**src/rtl/axi_lite_master.sv**
```systemverilog
// AXI-Lite initiator: one single-beat user command at a time onto AR/R or AW/W/B.
// Optional handshake timeout is compiled in with AXI_MASTER_TIMEOUT_EN.

`ifndef ADDR_WIDTH
`define ADDR_WIDTH 8
`endif
`ifndef DATA_WIDTH
`define DATA_WIDTH 8
`endif
`ifndef ADDR_RANGE
`define ADDR_RANGE `ADDR_WIDTH-1:0
`endif
`ifndef DATA_RANGE
`define DATA_RANGE `DATA_WIDTH-1:0
`endif

module axi_lite_master #(
    parameter int TIMEOUT_CYCLES = 16
) (
    input  logic               m_clk,
    input  logic               rst,
    input  logic               cmd_valid,
    output logic               cmd_ready,
    input  logic               cmd_write,
    input  logic [`ADDR_RANGE] cmd_addr,
    input  logic [`DATA_RANGE] cmd_wdata,
    output logic               rsp_valid,
    output logic [`DATA_RANGE] rsp_rdata,
    output logic [3:0]         rsp_resp,
    output logic               rsp_err,
    output logic [`ADDR_RANGE] read_address,
    output logic               AR_VALID,
    input  logic               AR_READY,
    input  logic [`DATA_RANGE] data_read,
    input  logic               R_VALID,
    output logic               R_READY,
    output logic [`ADDR_RANGE] write_address,
    output logic               AW_VALID,
    input  logic               AW_READY,
    output logic [`DATA_RANGE] write_data,
    output logic               W_VALID,
    input  logic               W_READY,
    input  logic               B_VALID,
    input  logic [3:0]         BRESPONSE,
    output logic               B_READY
);

    typedef enum logic [2:0] {IDLE, RD_ADDR, RD_DATA, WR_REQ, WR_RESP} state_t;

    typedef struct packed {
        logic               valid;
        logic [`DATA_RANGE] rdata;
        logic [3:0]         resp;
        logic               err;
    } rsp_t;

    state_t             state_q, state_d;
    rsp_t               rsp_q, rsp_d;
    logic               cmd_ready_d;
    logic               ar_valid_d, r_ready_d, aw_valid_d, w_valid_d, b_ready_d;
    logic [`ADDR_RANGE] raddr_d, waddr_d;
    logic [`DATA_RANGE] wdata_d;
    logic               aw_done_q, aw_done_d, w_done_q, w_done_d;
    logic               aw_fin, w_fin;

`ifdef AXI_MASTER_TIMEOUT_EN
    localparam int TMR_W = $clog2(TIMEOUT_CYCLES + 1);
    logic [TMR_W-1:0] tmr_q, tmr_d;
`else
    logic unused_timeout;
    assign unused_timeout = (TIMEOUT_CYCLES != 0);
`endif

    assign rsp_valid = rsp_q.valid;
    assign rsp_rdata = rsp_q.rdata;
    assign rsp_resp  = rsp_q.resp;
    assign rsp_err   = rsp_q.err;

    // A write phase counts as done if it completed earlier or completes on this edge.
    assign aw_fin = aw_done_q | (AW_VALID & AW_READY);
    assign w_fin  = w_done_q  | (W_VALID  & W_READY);

    always_ff @(posedge m_clk) begin
        if (rst) begin
            state_q       <= IDLE;
            rsp_q         <= '0;
            cmd_ready     <= 1'b1;
            AR_VALID      <= 1'b0;
            R_READY       <= 1'b0;
            AW_VALID      <= 1'b0;
            W_VALID       <= 1'b0;
            B_READY       <= 1'b0;
            read_address  <= '0;
            write_address <= '0;
            write_data    <= '0;
            aw_done_q     <= 1'b0;
            w_done_q      <= 1'b0;
`ifdef AXI_MASTER_TIMEOUT_EN
            tmr_q         <= '0;
`endif
        end else begin
            state_q       <= state_d;
            rsp_q         <= rsp_d;
            cmd_ready     <= cmd_ready_d;
            AR_VALID      <= ar_valid_d;
            R_READY       <= r_ready_d;
            AW_VALID      <= aw_valid_d;
            W_VALID       <= w_valid_d;
            B_READY       <= b_ready_d;
            read_address  <= raddr_d;
            write_address <= waddr_d;
            write_data    <= wdata_d;
            aw_done_q     <= aw_done_d;
            w_done_q      <= w_done_d;
`ifdef AXI_MASTER_TIMEOUT_EN
            tmr_q         <= tmr_d;
`endif
        end
    end

    always_comb begin
        state_d     = state_q;
        rsp_d       = rsp_q;
        rsp_d.valid = 1'b0;
        rsp_d.err   = 1'b0;
        cmd_ready_d = cmd_ready;
        ar_valid_d  = AR_VALID;
        r_ready_d   = R_READY;
        aw_valid_d  = AW_VALID;
        w_valid_d   = W_VALID;
        b_ready_d   = B_READY;
        raddr_d     = read_address;
        waddr_d     = write_address;
        wdata_d     = write_data;
        aw_done_d   = aw_done_q;
        w_done_d    = w_done_q;

        case (state_q)
            IDLE: begin
                cmd_ready_d = 1'b1;
                if (cmd_valid && cmd_ready) begin
                    cmd_ready_d = 1'b0;
                    if (cmd_write) begin
                        aw_valid_d = 1'b1;
                        w_valid_d  = 1'b1;
                        waddr_d    = cmd_addr;
                        wdata_d    = cmd_wdata;
                        aw_done_d  = 1'b0;
                        w_done_d   = 1'b0;
                        state_d    = WR_REQ;
                    end else begin
                        ar_valid_d = 1'b1;
                        raddr_d    = cmd_addr;
                        state_d    = RD_ADDR;
                    end
                end
            end
            RD_ADDR: begin
                if (AR_VALID && AR_READY) begin
                    ar_valid_d = 1'b0;
                    r_ready_d  = 1'b1;
                    state_d    = RD_DATA;
                end
            end
            RD_DATA: begin
                if (R_VALID && R_READY) begin
                    rsp_d.valid = 1'b1;
                    rsp_d.rdata = data_read;
                    rsp_d.resp  = 4'd0;
                    r_ready_d   = 1'b0;
                    cmd_ready_d = 1'b1;
                    state_d     = IDLE;
                end
            end
            WR_REQ: begin
                if (AW_VALID && AW_READY) begin
                    aw_valid_d = 1'b0;
                    aw_done_d  = 1'b1;
                end
                if (W_VALID && W_READY) begin
                    w_valid_d = 1'b0;
                    w_done_d  = 1'b1;
                end
                if (aw_fin && w_fin) begin
                    b_ready_d = 1'b1;
                    state_d   = WR_RESP;
                end
            end
            WR_RESP: begin
                if (B_VALID && B_READY) begin
                    rsp_d.valid = 1'b1;
                    rsp_d.rdata = '0;
                    rsp_d.resp  = BRESPONSE;
                    b_ready_d   = 1'b0;
                    cmd_ready_d = 1'b1;
                    state_d     = IDLE;
                end
            end
            default: state_d = IDLE;
        endcase

`ifdef AXI_MASTER_TIMEOUT_EN
        // Counter restarts on every state change; a stalled handshake aborts the whole command.
        tmr_d = '0;
        if (state_q != IDLE && state_d == state_q) begin
            tmr_d = tmr_q + 1'b1;
            if (tmr_q == TMR_W'(TIMEOUT_CYCLES - 1)) begin
                tmr_d       = '0;
                ar_valid_d  = 1'b0;
                r_ready_d   = 1'b0;
                aw_valid_d  = 1'b0;
                w_valid_d   = 1'b0;
                b_ready_d   = 1'b0;
                rsp_d.valid = 1'b1;
                rsp_d.err   = 1'b1;
                rsp_d.rdata = '0;
                rsp_d.resp  = 4'd0;
                cmd_ready_d = 1'b1;
                state_d     = IDLE;
            end
        end
`endif
    end

endmodule

```
**config.mk**
```make
export PLATFORM = sky130hd
export DESIGN_NAME = axi_lite_master
export DESIGN_NICKNAME = d
export VERILOG_FILES = /design/src/rtl/axi_lite_master.sv
export SDC_FILE = /design/constraint.sdc
export NUM_CORES = 1
export LEC_CHECK = 0
export ABC_CLOCK_PERIOD_IN_PS = 2190
export BUFFER_PORTS_ARGS = -buffer_cell sky130_fd_sc_hd__clkbuf_2
export CORE_MARGIN = 5
export CORE_UTILIZATION = 46
export CTS_CLUSTER_SIZE = 24
export DETAILED_ROUTE_END_ITERATION = 10
export MAX_ROUTING_LAYER = met4
export PLACE_DENSITY_LB_ADDON = 0.25
export SKIP_LAST_GASP = 1
export SYNTH_ARGS = -nofsm -noshare
export SYNTH_HDL_FRONTEND = slang
export SYNTH_SLANG_ARGS = --single-unit
export TNS_END_PERCENT = 20
```
**constraint.sdc**
```tcl
create_clock -name m_clk -period 2.19 [get_ports m_clk]
set_input_delay 0.3285 -clock m_clk [delete_from_list [all_inputs] [get_ports m_clk]]
set_output_delay 0.3285 -clock m_clk [all_outputs]
set_load 0.03 [all_outputs]
```
==> summary.md <==
| Metric | Value |
|---|---|
| Outcome | `complete, no violations` |
| Post-route ant nets | `0` |
| Syn Nets | `245` |
| Number of standard-cell rows in the floorplan | `23` |
| Cell type contributing the most total cell area after synthesis | `sky130_fd_sc_hd__dfxtp_1` |
| Achievable frequency | `0.514 GHz` |
| Clock tree from TritonCTS | `yes` |
| Clock period minus worst slack | `1.94 ns` |
| Layout cell share with drive strength beyond 1 | `0.340` |
| Reg2reg path depth | `4` |
| Flip-flop and latch count after synthesis | `48` |
| Number of warnings issued by yosys | `0` |
| Critical Path End Type | `flip-flop` |
| Fin Clk Skew | `0.00500 ns` |
| Total Routing Usage GR | `0.173` |
| Class of the most critical setup path | `flip-flop to flip-flop` |
| Detailed-placement wirelength estimate | `3.14 mm` |
| Crit path DAT | `2.10 ns` |
| Initial Util | `0.468` |
| Synth cell count leaders | `sky130_fd_sc_hd__dfxtp_1, sky130_fd_sc_hd__nand2_1, sky130_fd_sc_hd__nor2_1` |
| Pin count of the biggest net entering global routing | `35` |
| Top cell type's share of synthesized area | `0.520` |
| Count of clock tree sinks | `48` |
| Part of the power in combinational logic | `0.295` |
| Clock buffers created by TritonCTS | `5` |
| H-tree levels | `2` |
| Later-pin clock latency in the skew report | `0.29 ns` |
| Number of vias after detailed routing | `1665` |
| Actual slew at the worst max-slew pin | `0.671 ns` |
| Most numerous cell in the Yosys netlist | `sky130_fd_sc_hd__dfxtp_1` |
| WL final | `4.27 mm` |
| Hold-fix buffer count after cts | `0` |
| Total net switching power | `804 uW` |
| Number of iterations in the first detailed-routing pass | `4` |
| Final count of pins violating max slew | `0` |
| Total DRC errors in the routed layout | `0` |
| Clk network pwr share | `0.257` |
| Number of hold violations in the final report | `0` |
| EDFF count, synth | `0` |
| Count of input and output buffers | `79` |
| Overall die width | `73.4 um` |
| Filler cell count in the final layout | `360` |
| Count of final setup violators | `0` |
| P_leak | `1.02 nW` |
| Power density normalized to cell area | `993 nW/um^2` |
| Mean Syn Cell Area | `8.88 sq um` |
| Routed len/inst | `12.9 um` |
| Peak VDD IR | `532 uV` |
| Gr ovfl total | `0` |
| Clock Pin Slew Worst Setup and Hold Paths | `0.08 ns` |
| Proportion of power drawn by flip-flops and latches | `0.448` |
| Setup TNS | `0 ns` |
| Area added between synthesis and finish | `27.0%` |
| Diode count | `0` |
| Sequential fraction of the synthesis area | `0.520` |
| Number of global-route vias before repair | `1579` |
| Max cap viols | `0` |
| Mapped Cells | `208` |
| Switching power share of the total | `0.345` |
| Final hold slack | `0.245 ns` |
| Cell Int Power | `1.53 mW` |
| Top area cells in the synthesized netlist | `sky130_fd_sc_hd__dfxtp_1, sky130_fd_sc_hd__nand2_1, sky130_fd_sc_hd__a21oi_1, sky130_fd_sc_hd__nor2_1, sky130_fd_sc_hd__a22oi_1` |
| Final weighted congestion in routability-driven placement | `0.810` |
| Final core utilization | `0.595` |
| CP Launch Type | `flip-flop` |
| Number of antenna violations at the first check in global routing | `0` |
| Min-Delay Path Depth | `3` |
| Worst slew slack as a fraction of its limit | `0.552` |
| Die outline height | `73.4 um` |
| Setup repair after global routing missed its margin | `false` |
| Type of the tightest min-delay check | `primary input to flip-flop` |
| Layout net count | `320` |
| Netlist cell types | `36` |
| Post CTS Setup Buffer Count | `0` |
| Resized cells post-CTS | `0` |
| Worst setup margin | `0.246 ns` |
| Async SR Flop Fraction | `0` |
| Buffer depth of the longest clock path | `2` |
| Post-DR vias/cell | `5.02` |
| Core outline area | `3940 sq um` |
| Number of placed I/O pins | `81` |
| Place WS | `0.233 ns` |
| Die area | `5380 sq um` |
| Largest driver fanout on the critical path | `17` |
| PnR Total Power | `2.33 mW` |
| Worst path required time | `2.35 ns` |
| Fraction of the cycle the final worst path needs | `0.888` |
| Primary flip-flop cell chosen by synthesis mapping | `sky130_fd_sc_hd__dfxtp_1` |
| Root Driver | `sky130_fd_sc_hd__clkbuf_8` |
| First-pass GRT wire length | `7.07 mm` |
| First-iteration detailed-routing DRC count | `88` |
| Mapped cell area | `1850 sq um` |
==> cell type report <==
class	count	area, sq um	area share
sequential	48	961	0.410
multi-input combinational	141	783	0.334
inverter	4	15.0	0.00640
clock buffer	5	68.8	0.0293
tap	50	62.6	0.0267
clock inverter	1	30.0	0.0128
timing repair buffer	83	425	0.181
==> worst max-delay path, stage by stage (launching register included) <==
cell                      delay [ns]
sky130_fd_sc_hd__dfxtp_1        0.42
sky130_fd_sc_hd__or3_4          0.47
sky130_fd_sc_hd__or3_1          0.62
sky130_fd_sc_hd__a32oi_2        0.25
sky130_fd_sc_hd__nor2_1         0.06
==> cells by family after synthesis <==
logic type	Yosys count	synth area share
buf+inv	19	0.0583
other cells	1	0.00203
compound gates	48	0.172
mux	8	0.0434
flops	48	0.520
simple gates	84	0.204
==> cell usage in the layout (no fill, tap or decap), types with 2 or more instances in the layout <==
cell                       Yosys  layout
sky130_fd_sc_hd__o21ai_0       2       2
sky130_fd_sc_hd__clkbuf_2      0      79
sky130_fd_sc_hd__a21oi_1      22      22
sky130_fd_sc_hd__mux2i_1       8       8
sky130_fd_sc_hd__inv_1         4       4
sky130_fd_sc_hd__a311oi_1      2       2
sky130_fd_sc_hd__buf_4         1       4
sky130_fd_sc_hd__a211oi_1      2       2
sky130_fd_sc_hd__a31oi_1       2       2
sky130_fd_sc_hd__nor3_1        4       3
sky130_fd_sc_hd__nand2_1      39      39
sky130_fd_sc_hd__nor3_2        1       2
sky130_fd_sc_hd__nor2_1       29      29
sky130_fd_sc_hd__dfxtp_1      48      48
sky130_fd_sc_hd__clkbuf_8      0       5
sky130_fd_sc_hd__a22oi_1      12      12
==> stage by stage <==
| step | area (sq um) | std cells |
|---|---|---|
| final | 2350 | 332 |
| after global routing | 2350 | 332 |
| after CTS | 2350 | 332 |
| after detailed placement | 2250 | 326 |
| after global placement | 2250 | 326 |
| after floorplan | 1850 | 208 |
==> power groups by stage <==
stage | Sequential [mW] | Combinational [mW] | Clock (mW)
after floorplan | 1.18 | 0.419 | 0
after global placement | 1.06 | 0.682 | 0
after detailed placement | 1.07 | 0.690 | 0
after CTS | 1.04 | 0.693 | 0.612
after global routing | 1.06 | 0.763 | 0.646
final | 1.04 | 0.687 | 0.599
==> layer usage <==
layer  up-vias  global-route usage  part of all wire
met3         6              0.0629             0.074
met2        44               0.271              0.47
met4         0              0.0543             0.013
met1       754               0.208              0.44
li1        861                   -                 -
met5         -                   -                 0
==> path summary, 6_finish.rpt <==
kind	start	endpoint	slack (ns)
worst max-delay path	state_q[0]	aw_done_q	0.25
worst min-delay path	cmd_wdata[3]	write_data[3]	0.24
worst max register to register	state_q[0]	aw_done_q	0.25
worst min register to register	write_address[2]	write_address[2]	0.46
==> flip-flops by register name, summed over array words and instances (netlist names) <==
| name | count |
|---|---|
| AR_VALID | 1 |
| read_address | 8 |
| R_READY | 1 |
| rsp_rdata | 8 |
| rsp_valid | 1 |
| cmd_ready | 1 |
| state_q | 3 |
| w_done_q | 1 |
| aw_done_q | 1 |
| write_address | 8 |
| B_READY | 1 |
| write_data | 8 |
| W_VALID | 1 |
| AW_VALID | 1 |
| rsp_resp | 4 |
Note: power is estimated with default switching activity, not from simulation.
